## src/rtl/alu_ctrl_pkg.sv

```systemverilog
// Shared constants and FSM state type for the sequenced ALU control decoder.
package alu_ctrl_pkg;

  localparam logic [1:0] OP_RTYPE = 2'd0;
  localparam logic [1:0] OP_ADD   = 2'd1;
  localparam logic [1:0] OP_SUB   = 2'd2;
  localparam logic [1:0] OP_ITYPE = 2'd3;

  localparam int CTRL_ADD = 0;
  localparam int CTRL_SUB = 1;
  localparam int CTRL_AND = 2;
  localparam int CTRL_OR  = 3;
  localparam int CTRL_XOR = 4;
  localparam int CTRL_SLL = 5;
  localparam int CTRL_SRL = 6;
  localparam int CTRL_SRA = 7;

  // Codes at or above this value drive the iterative shifter.
  localparam int SHIFT_FIRST = 5;

  typedef enum logic [1:0] {IDLE, SHIFT, DONE} state_e;

endpackage

```

## src/rtl/alu_ctrl_decode.sv

```systemverilog
// Combinational alu_op/fn_code decoder; flags shift-class and undefined encodings.
module alu_ctrl_decode
  import alu_ctrl_pkg::*;
#(
  parameter int FN_W       = 5,
  parameter int CTRL_W     = 3,
  parameter int ITER_SHIFT = 1
) (
  input  logic [1:0]        alu_op,
  input  logic [FN_W-1:0]   fn_code,
  output logic [CTRL_W-1:0] ctrl,
  output logic              is_shift,
  output logic              is_illegal
);

  always_comb begin
    ctrl       = '0;
    is_illegal = 1'b0;
    case (alu_op)
      OP_RTYPE: begin
        if (32'(fn_code) < 32'd8) ctrl = CTRL_W'(32'(fn_code));
        else                      is_illegal = 1'b1;
      end
      OP_ADD: ctrl = CTRL_W'(CTRL_ADD);
      OP_SUB: ctrl = CTRL_W'(CTRL_SUB);
      default: begin
        // I-type ops map fn_code 0..2 onto the logic codes AND/OR/XOR.
        if (32'(fn_code) < 32'd3) ctrl = CTRL_W'(32'(fn_code) + CTRL_AND);
        else                      is_illegal = 1'b1;
      end
    endcase
    is_shift = (ITER_SHIFT != 0) && !is_illegal && (32'(ctrl) >= SHIFT_FIRST);
  end

endmodule

```

## src/rtl/alu_ctrl_seq.sv

```systemverilog
// Registered ALU control with one-bit-per-cycle shift sequencing and valid/ready stall.
// Optional macro ALU_CTRL_ILLEGAL_EN adds the illegal pulse and zeroes undefined codes.
module alu_ctrl_seq
  import alu_ctrl_pkg::*;
#(
  parameter int FN_W       = 5,
  parameter int CTRL_W     = 3,
  parameter int SHAMT_W    = 5,
  parameter int ITER_SHIFT = 1
) (
  input  logic               clk,
  input  logic               rst,
  input  logic               in_valid,
  output logic               in_ready,
  input  logic [1:0]         alu_op,
  input  logic [FN_W-1:0]    fn_code,
  input  logic [SHAMT_W-1:0] shamt,
  output logic [CTRL_W-1:0]  alu_ctrl,
  output logic               shift_en,
  output logic               done
`ifdef ALU_CTRL_ILLEGAL_EN
  ,
  output logic               illegal
`endif
);

  state_e               r_state, w_state_nxt;
  logic [SHAMT_W-1:0]   r_cnt, w_cnt_nxt;
  logic [CTRL_W-1:0]    r_ctrl, w_ctrl_nxt;
  logic [CTRL_W-1:0]    w_dec_ctrl;
  logic                 w_is_shift, w_illegal, w_accept;

  alu_ctrl_decode #(.FN_W(FN_W), .CTRL_W(CTRL_W), .ITER_SHIFT(ITER_SHIFT)) u_dec (
    .alu_op     (alu_op),
    .fn_code    (fn_code),
    .ctrl       (w_dec_ctrl),
    .is_shift   (w_is_shift),
    .is_illegal (w_illegal)
  );

  assign w_accept = in_valid && (r_state != SHIFT);
  assign in_ready = (r_state != SHIFT);
  assign shift_en = (r_state == SHIFT);
  assign done     = (r_state == DONE);
  assign alu_ctrl = r_ctrl;

`ifdef ALU_CTRL_ILLEGAL_EN
  logic r_ill, w_ill_nxt;
  assign illegal = r_ill && (r_state == DONE);
`endif

  always_comb begin
    w_state_nxt = r_state;
    w_cnt_nxt   = r_cnt;
    w_ctrl_nxt  = r_ctrl;
`ifdef ALU_CTRL_ILLEGAL_EN
    w_ill_nxt   = r_ill;
`endif
    case (r_state)
      SHIFT: begin
        if (r_cnt == SHAMT_W'(1)) begin
          w_state_nxt = DONE;
          w_cnt_nxt   = '0;
        end else begin
          w_cnt_nxt = r_cnt - SHAMT_W'(1);
        end
      end
      DONE:    w_state_nxt = IDLE;
      default: ;
    endcase
    // Accept from IDLE or DONE overrides the default progression (back-to-back).
    if (w_accept) begin
      w_state_nxt = DONE;
`ifdef ALU_CTRL_ILLEGAL_EN
      w_ill_nxt  = w_illegal;
      w_ctrl_nxt = w_dec_ctrl;
`else
      if (!w_illegal) w_ctrl_nxt = w_dec_ctrl;
`endif
      if (w_is_shift && (shamt != '0)) begin
        w_state_nxt = SHIFT;
        w_cnt_nxt   = shamt;
      end
    end
  end

  always_ff @(posedge clk) begin
    if (rst) begin
      r_state <= IDLE;
      r_cnt   <= '0;
      r_ctrl  <= '0;
`ifdef ALU_CTRL_ILLEGAL_EN
      r_ill   <= 1'b0;
`endif
    end else begin
      r_state <= w_state_nxt;
      r_cnt   <= w_cnt_nxt;
      r_ctrl  <= w_ctrl_nxt;
`ifdef ALU_CTRL_ILLEGAL_EN
      r_ill   <= w_ill_nxt;
`endif
    end
  end

endmodule

```

## config.mk

```make
export PLATFORM = sky130hd
export DESIGN_NAME = alu_ctrl_seq
export DESIGN_NICKNAME = d
export VERILOG_FILES = /design/src/rtl/alu_ctrl_pkg.sv /design/src/rtl/alu_ctrl_decode.sv /design/src/rtl/alu_ctrl_seq.sv
export SDC_FILE = /design/constraint.sdc
export NUM_CORES = 1
export LEC_CHECK = 0
export CORE_MARGIN = 5
export CORE_UTILIZATION = 45
export DETAILED_ROUTE_END_ITERATION = 16
export MAX_ROUTING_LAYER = met4
export PLACE_DENSITY = 0.79
export SKIP_CTS_REPAIR_TIMING = 1
export SLEW_MARGIN = 20
export SYNTH_ARGS = -nofsm -noshare
export SYNTH_HDL_FRONTEND = slang
export SYNTH_HIERARCHICAL = 1
export SYNTH_SLANG_ARGS = --single-unit
export TNS_END_PERCENT = 30
```

## constraint.sdc

```tcl
create_clock -name clk -period 2.26 [get_ports clk]
set_input_delay 0.339 -clock clk [delete_from_list [all_inputs] [get_ports clk]]
set_output_delay 0.339 -clock clk [all_outputs]
set_load 0.01 [all_outputs]
```

==> reports/qor.txt <==
Initial antenna violation count: 0
CP peak stage delay: 460 ps
Fmax: 0.467 GHz
Crit end category: flip-flop
FILL cells: 137
Status: complete, no violations
Kind of critical path: input pin to flip-flop
Peak VDD IR: 0.000308 V
# IOs: 21
Pre-CTS WS: -335 ps
Syn avg cell area: 8.19 um2
Worst hold stages: 2
Via density: 5.80
Yosys warning total: 6
Pin count of the biggest net entering global routing: 13
Initial Util: 48.4%
Power Total: 392 uW
Synth area leaders: dfxtp_1, ha_1, a21oi_1
Final setup fails: 0
Worst hold margin: 476 ps
Leak pwr: 0.421 nW
Comb pwr share: 23.1%
Vias in the first global route: 765
Area leader, netlist: dfxtp_1
Fin. Hold Viols: 0
Dpl hpwl: 1490 um
Post-route ant nets: 0
Slew of the pin with the lowest slew margin: 470 ps
Chip Width: 50.7 um
Post-synthesis simple-gate area fraction: 29.2%
Max_slew headroom: 68.4%
Crit path cell chain: clkdlybuf4s50_1 -> or3_1 -> o32ai_2 -> o21a_1 -> nand3b_1 -> a21o_1 -> mux2_1 -> nor2_1
Area Overhead vs Synth: 43.8%
Die Area: 2570 um2
Slew Limit Fails: 0
Synthesized instance count: 91
Post-Syn Area: 746 um2
Final period util: 94.8%
Switching Fraction: 25.8%
Max H-tree Level: 1
Pre-antenna DRT Iters: 4
CTS root buf: clkbuf_4
Slowest CP cell: clkdlybuf4s50_1
FF-to-FF path depth: 6
Placed Cells: 133
Sequential power share: 46.4%
Power density cells: 366 nW/um2
Clk sinks: 10
Max Fanout on Critical Path: 4
GRT overflow: 0
Synth Flop Type: dfxtp_1
Total GRT Usage: 16.7%
CP required: 2460 ps
DRC Markers: 0
Clock share of power: 30.5%
Synthesized-area fraction occupied by adder cells: 10.1%
Synth Area in Compound Gates: 23.3%
Die height: 50.7 um
Largest family of logic cells by synthesized area: simple AND/OR/NAND/NOR gates
Switching power: 101 uW
Core box area: 1540 um2
Max clock buf depth: 2
First-pass GRT wire length: 3260 um
Sequential fraction of the synthesis area: 26.8%
Clock transition at path regs: 60 ps
Final setup margin: 117 ps
Post-route insts no fill: 137
Area share of the largest cell type after synthesis: 26.8%
Startpoint types: input pin
CTS tree: yes
Synth Register Bits: 10
Final min period: 2140 ps
Max cap viols: 0
Data arrival time of the worst path: 2340 ps
Fin nets: 144
Clock Latency Late Sink: 260 ps
Pint: 291 uW
Rows: 14
Starting DRT DRC Count: 12
TritonCTS buffer count: 3
Port buffer count: 20
Fraction of registers with async set/reset: 0%
Hold WC Path Type: flip-flop to flip-flop
Vias: 794
WL/cell: 14.1 um
Distinct cell type count after synthesis: 32
Layout cells sized above 1: 17.4%
Final Util: 69.6%
Synth Area in XOR/XNOR: 0%
Global placement routability congestion: 0.820
Multiplexer share of the synthesized area: 5.54%
WL final: 1930 um
EDFF count, synth: 0
Diodes inserted: 0
Setup Skew: 1.22 ps
Syn_nets: 112
[synth_stat cells, types with 2 or more instances]
master	count
ha_1	6
inv_1	9
o21ai_0	4
mux2i_1	3
a211oi_1	3
dfxtp_1	10
nand2b_1	4
nand3b_1	3
a21oi_1	7
nand2_1	5
nor2_1	7
o32ai_1	3
nand3_1	2
nor3_1	4
nor4_1	4
[layer usage]
layer | wire [um] | global-route usage [%] | vias to the layer above
met4 | 13 | 5.11 | 0
met3 | 135 | 6.21 | 2
li1 | - | - | 402
met5 | 0 | - | -
met2 | 976 | 28.5 | 32
met1 | 805 | 17.6 | 358
[final cells by class]
| class | instances | area, um2 | share of cell area [%] |
|---|---|---|---|
| repair buffers | 28 | 265 | 24.7 |
| flip-flops and latches | 10 | 200 | 18.7 |
| clock buffers | 3 | 22.5 | 2.10 |
| well taps | 16 | 20.0 | 1.87 |
| inverters | 9 | 33.8 | 3.15 |
| multi-input cells | 71 | 531 | 49.5 |
[through the flow]
| step | instance area [um2] | setup TNS, ps |
|---|---|---|
| global route | 1070 | -36.1 |
| finish | 1070 | 0 |
| floorplan | 746 | 0 |
| CTS | 1040 | -151 |
| detailed placement | 1010 | -1740 |
| global placement | 1010 | -1380 |
[flip-flops by register name (all words and copies together) (netlist names)]
register	flops
r_cnt	5
alu_ctrl	3
r_state	2
[power groups by stage]
| stage | clock network [mW] | registers, mW | logic (mW) |
|---|---|---|---|
| after floorplan | 0 | 0.186 | 0.0339 |
| after global placement | 0 | 0.186 | 0.0832 |
| after detailed placement | 0 | 0.186 | 0.0852 |
| after CTS | 0.127 | 0.182 | 0.0859 |
| after global routing | 0.132 | 0.182 | 0.0997 |
| final | 0.120 | 0.182 | 0.0905 |
[final timing paths]
kind,slack (ps),end,startpoint
max reg2reg,530,r_cnt[3],r_state[1]
min reg2reg,480,alu_ctrl[1],alu_ctrl[1]
min,480,alu_ctrl[1],alu_ctrl[1]
max,120,r_state[0],fn_code[3]
[cell families (layout without fill, tap and decap cells)]
| kind of cell | Yosys count | count (layout) |
|---|---|---|
| mux | 4 | 4 |
| compound gates | 24 | 24 |
| flops | 10 | 10 |
| simple gates | 37 | 37 |
| fa+ha+maj | 6 | 6 |
| buf+inv | 10 | 40 |
[critical path, delay by kind of cell]
kind | cells | cell delay [ps]
AND/OR/NAND/NOR | 3 | 590
AO/OA/AOI/OAI | 3 | 660
multiplexers | 1 | 300
buffers and inverters | 1 | 460
[placed cells by master (no fill, tap or decap), types with 2 or more instances in the layout]
master and count:
clkdlybuf4s50_1 18, clkbuf_4 3, dlymetal6s2s_1 2, nand3b_1 3, nor3_1 4, o32ai_2 3
nor2_1 7, nor4_1 4, nand2b_1 4, mux2i_1 3, nand3_1 2, a211oi_1 3
dfxtp_1 10, a22oi_2 2, a21oi_1 7, o21ai_0 4, inv_1 8, buf_4 8
nand2_1 5, ha_1 5
Note: power is estimated with default switching activity, not from simulation.
